[src/rtl/tdm_mux8_if.sv]
// Bundle of framing controls, channel words and serial slot outputs for the 8-channel TDM transmitter.
// The master side drives start/stop/D0..D7; the slave side (the transmitter) drives the slot outputs.
interface tdm_mux8_if #(parameter int W = 1);
  logic         start;
  logic         stop;
  logic [W-1:0] D0, D1, D2, D3, D4, D5, D6, D7;
  logic [W-1:0] Y;
  logic [2:0]   S;
  logic         SYNC;
  logic         BUSY;
  logic [7:0]   FRAME_CNT;

  modport master (
    output start, stop, D0, D1, D2, D3, D4, D5, D6, D7,
    input  Y, S, SYNC, BUSY, FRAME_CNT
  );

  modport slave (
    input  start, stop, D0, D1, D2, D3, D4, D5, D6, D7,
    output Y, S, SYNC, BUSY, FRAME_CNT
  );
endinterface

[src/rtl/tdm_mux8.sv]
// Eight-channel TDM transmitter: buffers a frame of eight words and emits one slot per clock
// with slot index and frame sync, running back-to-back frames until a stop request is seen.
module tdm_mux8 #(
  parameter int W = 1
) (
  input  logic        clk,
  input  logic        rst_n,
  tdm_mux8_if.slave   bus
);

  typedef enum logic {IDLE, RUN} state_t;

  state_t       state, state_next;
  logic [W-1:0] frame_buf [8];
  logic [W-1:0] d_in [8];
  logic [2:0]   slot, slot_next;
  logic         stop_flag, stop_flag_next;
  logic [7:0]   frame_cnt;
  logic         load, frame_done;

  assign d_in[0] = bus.D0;
  assign d_in[1] = bus.D1;
  assign d_in[2] = bus.D2;
  assign d_in[3] = bus.D3;
  assign d_in[4] = bus.D4;
  assign d_in[5] = bus.D5;
  assign d_in[6] = bus.D6;
  assign d_in[7] = bus.D7;

  always_ff @(posedge clk or negedge rst_n) begin
    if (!rst_n) state <= IDLE;
    else        state <= state_next;
  end

  // A stop seen at the slot-7 edge itself ends framing there, hence stop_flag || stop.
  always_comb begin
    state_next     = state;
    slot_next      = slot;
    stop_flag_next = stop_flag;
    load           = 1'b0;
    frame_done     = 1'b0;
    case (state)
      IDLE: begin
        if (bus.start) begin
          state_next = RUN;
          slot_next  = 3'd0;
          load       = 1'b1;
        end
      end
      RUN: begin
        if (slot == 3'd7) begin
          frame_done = 1'b1;
          slot_next  = 3'd0;
          if (stop_flag || bus.stop) begin
            state_next     = IDLE;
            stop_flag_next = 1'b0;
          end else begin
            load = 1'b1;
          end
        end else begin
          slot_next      = slot + 3'd1;
          stop_flag_next = stop_flag || bus.stop;
        end
      end
    endcase
  end

  always_ff @(posedge clk or negedge rst_n) begin
    if (!rst_n) begin
      slot      <= 3'd0;
      stop_flag <= 1'b0;
      frame_cnt <= 8'd0;
      for (int i = 0; i < 8; i++) frame_buf[i] <= '0;
    end else begin
      slot      <= slot_next;
      stop_flag <= stop_flag_next;
      if (frame_done) frame_cnt <= frame_cnt + 8'd1;
      if (load) begin
        for (int i = 0; i < 8; i++) frame_buf[i] <= d_in[i];
      end
    end
  end

  // Outputs come only from registers so the downstream demux sees no input-to-output path.
  always_comb begin
    bus.Y    = '0;
    bus.S    = 3'd0;
    bus.SYNC = 1'b0;
    bus.BUSY = 1'b0;
    if (state == RUN) begin
      bus.Y    = frame_buf[slot];
      bus.S    = slot;
      bus.SYNC = (slot == 3'd0);
      bus.BUSY = 1'b1;
    end
  end

  assign bus.FRAME_CNT = frame_cnt;

endmodule
[src/flat_wrapper.sv]
// flat-port wrapper written by rule: the top's interface ports become plain ports
module tdm_mux8_flat 
#(
  parameter int W = 1
)
  (clk, rst_n, bus_start, bus_stop, bus_D0, bus_D1, bus_D2, bus_D3, bus_D4, bus_D5, bus_D6, bus_D7, bus_Y, bus_S, bus_SYNC, bus_BUSY, bus_FRAME_CNT);
  tdm_mux8_if #(.W(W)) bus_i ();
  input  logic clk;
  input  logic rst_n;
  input wire logic [$bits(bus_i.start)-1:0] bus_start;
  input wire logic [$bits(bus_i.stop)-1:0] bus_stop;
  input wire logic [$bits(bus_i.D0)-1:0] bus_D0;
  input wire logic [$bits(bus_i.D1)-1:0] bus_D1;
  input wire logic [$bits(bus_i.D2)-1:0] bus_D2;
  input wire logic [$bits(bus_i.D3)-1:0] bus_D3;
  input wire logic [$bits(bus_i.D4)-1:0] bus_D4;
  input wire logic [$bits(bus_i.D5)-1:0] bus_D5;
  input wire logic [$bits(bus_i.D6)-1:0] bus_D6;
  input wire logic [$bits(bus_i.D7)-1:0] bus_D7;
  output wire logic [$bits(bus_i.Y)-1:0] bus_Y;
  output wire logic [$bits(bus_i.S)-1:0] bus_S;
  output wire logic [$bits(bus_i.SYNC)-1:0] bus_SYNC;
  output wire logic [$bits(bus_i.BUSY)-1:0] bus_BUSY;
  output wire logic [$bits(bus_i.FRAME_CNT)-1:0] bus_FRAME_CNT;
  assign bus_i.start = bus_start;
  assign bus_i.stop = bus_stop;
  assign bus_i.D0 = bus_D0;
  assign bus_i.D1 = bus_D1;
  assign bus_i.D2 = bus_D2;
  assign bus_i.D3 = bus_D3;
  assign bus_i.D4 = bus_D4;
  assign bus_i.D5 = bus_D5;
  assign bus_i.D6 = bus_D6;
  assign bus_i.D7 = bus_D7;
  assign bus_Y = bus_i.Y;
  assign bus_S = bus_i.S;
  assign bus_SYNC = bus_i.SYNC;
  assign bus_BUSY = bus_i.BUSY;
  assign bus_FRAME_CNT = bus_i.FRAME_CNT;
  tdm_mux8 #(.W(W)) u_core (.clk(clk), .rst_n(rst_n), .bus(bus_i));
endmodule
[config.mk]
export PLATFORM = sky130hd
export DESIGN_NAME = tdm_mux8_flat
export DESIGN_NICKNAME = d
export VERILOG_FILES = /design/src/rtl/tdm_mux8_if.sv /design/src/rtl/tdm_mux8.sv /design/src/flat_wrapper.sv
export SDC_FILE = /design/constraint.sdc
export NUM_CORES = 1
export LEC_CHECK = 0
export CELL_PAD_IN_SITES_DETAIL_PLACEMENT = 1
export CELL_PAD_IN_SITES_GLOBAL_PLACEMENT = 2
export CORE_UTILIZATION = 30
export DETAILED_ROUTE_END_ITERATION = 8
export GPL_TIMING_DRIVEN = 0
export PLACE_DENSITY = 0.76
export SYNTH_ARGS = -nofsm -noshare
export SYNTH_HDL_FRONTEND = slang
export SYNTH_SLANG_ARGS = --single-unit
[constraint.sdc]
create_clock -name clk -period 2.05 [get_ports clk]
set_clock_uncertainty 0.1 [all_clocks]
set_input_delay 0.41 -clock clk [delete_from_list [all_inputs] [get_ports clk]]
set_output_delay 0.41 -clock clk [all_outputs]
set_load 0.02 [all_outputs]
==> flow_summary.toml <==
[status]
status = "complete, but fails checks"
violations = "negative setup slack"

[grt]
grt_pass1_vias = 737
grt_pass1_wl_um = 3390
antenna_found_initial = 0
gr-total-overflow = 0
grt_usage_pct = 13.4
grt_start_max_net_pins = 22

[die]
die_h_um = 59.6
die_w_um = 59.6
rows = 20
fp.coreArea_mm2 = 0.00310
dieArea_mm2 = 0.00355
start_util_pct = 32.1
ios = 26

[timing]
rsz0062_at_grt = "yes"
setup_tns_ps = -2.84
relSlewSlack_pct = 36.5
setup_viol = 1
hold_viol_final = 0
period_needed_ps = 2050
drv_slew = 0
fin_crit_sh_pct = 100
finalWorstSetupSlack_ps = -2.84
hold_ws_ps = 380
max_freq_ghz = 0.487
tightestPinTransition_ps = 950

[placement]
placed_area_mm2 = 0.00130
io_buffer_count = 25
gp_congestion = 0.695
dp_hpwl_um = 1460

[cts]
numCtsBuffers = 3
clk_pin_slew_worst_paths_ps = 120
holdBufCountCts = 0
cts-htree-levels = 1
cts.sinks = 21
cts_tree = "yes"
root_buffer = "clkbuf_4"
clock_path_buffers = 2
clock_latency_ps = 300

[power_and_ir_drop]
ir_worst_vdd_uv = 511
pwr-share-seq_pct = 38.1
p_leak_nw = 0.604
switching_power_w = 0.000720
switching_share_pct = 37.7
p_per_area_mw_per_mm2 = 1410
internal-power_w = 0.00119
clkPwrFrac_pct = 10.4
power_frac_comb_pct = 51.5

[detailed_routing]
first_pass_iters = 4
num_vias = 706
drtAntennaViolNets = 0
wl_per_cell_um = 12.8
wl_um = 2020
drtIter0Drc = 16
drc_errors = 0
routed_via_density = 4.50

[synth]
yosys.area_share.adder_pct = 5.03
synth_top_family_by_area = "multiplexers"
yosys_register_bits = 21
synthMuxAreaShare_pct = 14.7
synth_fp_nets = 97
syn-instance-count = 81
seq_area_frac_synth_pct = 52.8
netlist_area_um2 = 995
synth_simple_gate_area_share_pct = 13.5
synth_area_leaders = "dfrtp_1 53%, mux2_2 10%, ha_1 5.0%, mux4_2 4.5%, xor2_1 3.5%"
synth-compound-area-share_pct = 5.53
post_synth.cell_area_avg_um2 = 12.3
ys.warnings.count = 0
synth_top_area_share_pct = 52.8
synth-xor-area-share_pct = 6.16
yosysTopAreaCell = "dfrtp_1"
ys_types = 25

[cells_and_area]
antenna_cells = 0
areaGrowthSynthToFinish_pct = 36.5
finalNetCount = 130
final_area_mm2 = 0.00136
utilization_pct = 43.8
layout-drive-gt1-share_pct = 23.0
n_fill_cell = 355
most-common-layout-cells = "20 x clkdlybuf4s50_1, 20 x dfrtp_1, 9 x nand2_1, 9 x mux2_2, 5 x nor2_1"

[critical_path]
r2r_cells = 7
start_kind = "flop"
cp_max_fo = 5
path_class = "flop to primary output"
slowest_delay_ps = 520
crit_arrival_ps = 1540
cp.depth = 4
path_buf_inv = 1
slowest_stage = "mux4_2"
crit_family = "multiplexers"
setup.worst_path.end_class = "primary output"
required_ps = 1540
critical_path.cell_chain = "mux4_2, nand2_1, a21boi_1, buf_4"

[worst_hold_path]
hold_class = "flop to flop"
holdPathStages = 1

[job]
drv_cap = 0
Yosys cell counts, drive strengths merged:
library cell,number
dfrtp,21
mux2,9
nand2,9
nor2,5
and2,4
ha,4
xor2,4
a21oi,3
nand4,3
xnor2,3
inv,2
mux4,2
nor3,2
a21boi,1
a22o,1
and2b,1
and3,1
buf,1
clkbuf,1
nand3,1
o21ai,1
o31ai,1
or2,1
through the flow:
step | power [W] | setup WS (ps) | instances
floorplan | 0.00133 | 160 | 81
global placement | 0.00168 | -163 | 150
detailed placement | 0.00171 | -149 | 150
CTS | 0.00193 | -204 | 156
global route | 0.00208 | -78.6 | 157
finish | 0.00191 | -2.84 | 157
sequential cells by signal, indices dropped and copies added (netlist names):
signal,flops
u_core.bus.FRAME_CNT,8
u_core.frame_buf,8
u_core.slot,3
u_core.state,1
u_core.stop_flag,1
what timing repair did:
action	CTS	global route
pin swaps	1	3
buffers inserted	2	1
resized for setup	9	8
setup endpoints to repair	13	10
cell families (layout without fill, tap and decap cells):
kind of cell | count (synthesis) | in the layout
AOI/OAI and AO/OA | 7 | 7
adders and majority gates | 4 | 4
xor gates and xnor gates | 7 | 7
and+or+nand+nor | 27 | 27
buffers and inverters | 4 | 36
DFF | 21 | 21
muxes | 11 | 11
per-layer routing:
layer,vias to the layer above,global-route usage [%],share of wire (%)
met3,2,1.31,3.0
met2,14,18.6,47
met5,-,0,0
met4,0,7.97,1.3
met1,351,20.0,49
li1,339,-,-
power by group through the flow:
stage | Clock (W) | Combinational [W] | Sequential [W]
global placement | 0 | 0.000941 | 0.000744
detailed placement | 0 | 0.000966 | 0.000749
CTS | 0.000213 | 0.000981 | 0.000732
finish | 0.000200 | 0.000985 | 0.000728
global route | 0.000230 | 0.00108 | 0.000761
floorplan | 0 | 0.000575 | 0.000754
path summary, 6_finish.rpt:
path | startpoint | to | slack, ps
setup / recovery | u_core.slot[1]$_DFFE_PN0P_ | bus_Y | -3
min in group asynchronous | rst_n | u_core.bus.FRAME_CNT[6]$_DFFE_PN0P_ | 530
hold reg to reg | u_core.bus.FRAME_CNT[7]$_DFFE_PN0P_ | u_core.bus.FRAME_CNT[7]$_DFFE_PN0P_ | 380
setup reg to reg | u_core.slot[1]$_DFFE_PN0P_ | u_core.frame_buf[7]$_DFFE_PN0P_ | 100
max in group asynchronous | rst_n | u_core.slot[1]$_DFFE_PN0P_ | 690
hold / removal | u_core.bus.FRAME_CNT[7]$_DFFE_PN0P_ | u_core.bus.FRAME_CNT[7]$_DFFE_PN0P_ | 380
cell type report:
type / instances / area (µm²) / share of cell area (%)
multi-input cells: 56 / 449 / 33.1
flip-flops and latches: 21 / 527 / 38.8
well taps: 44 / 55.1 / 4.06
plain buffers: 2 / 18.8 / 1.38
repair buffers: 28 / 274 / 20.2
clock buffers: 4 / 26.3 / 1.94
inverters: 2 / 7.51 / 0.553
(Power assumes the default switching activity.)
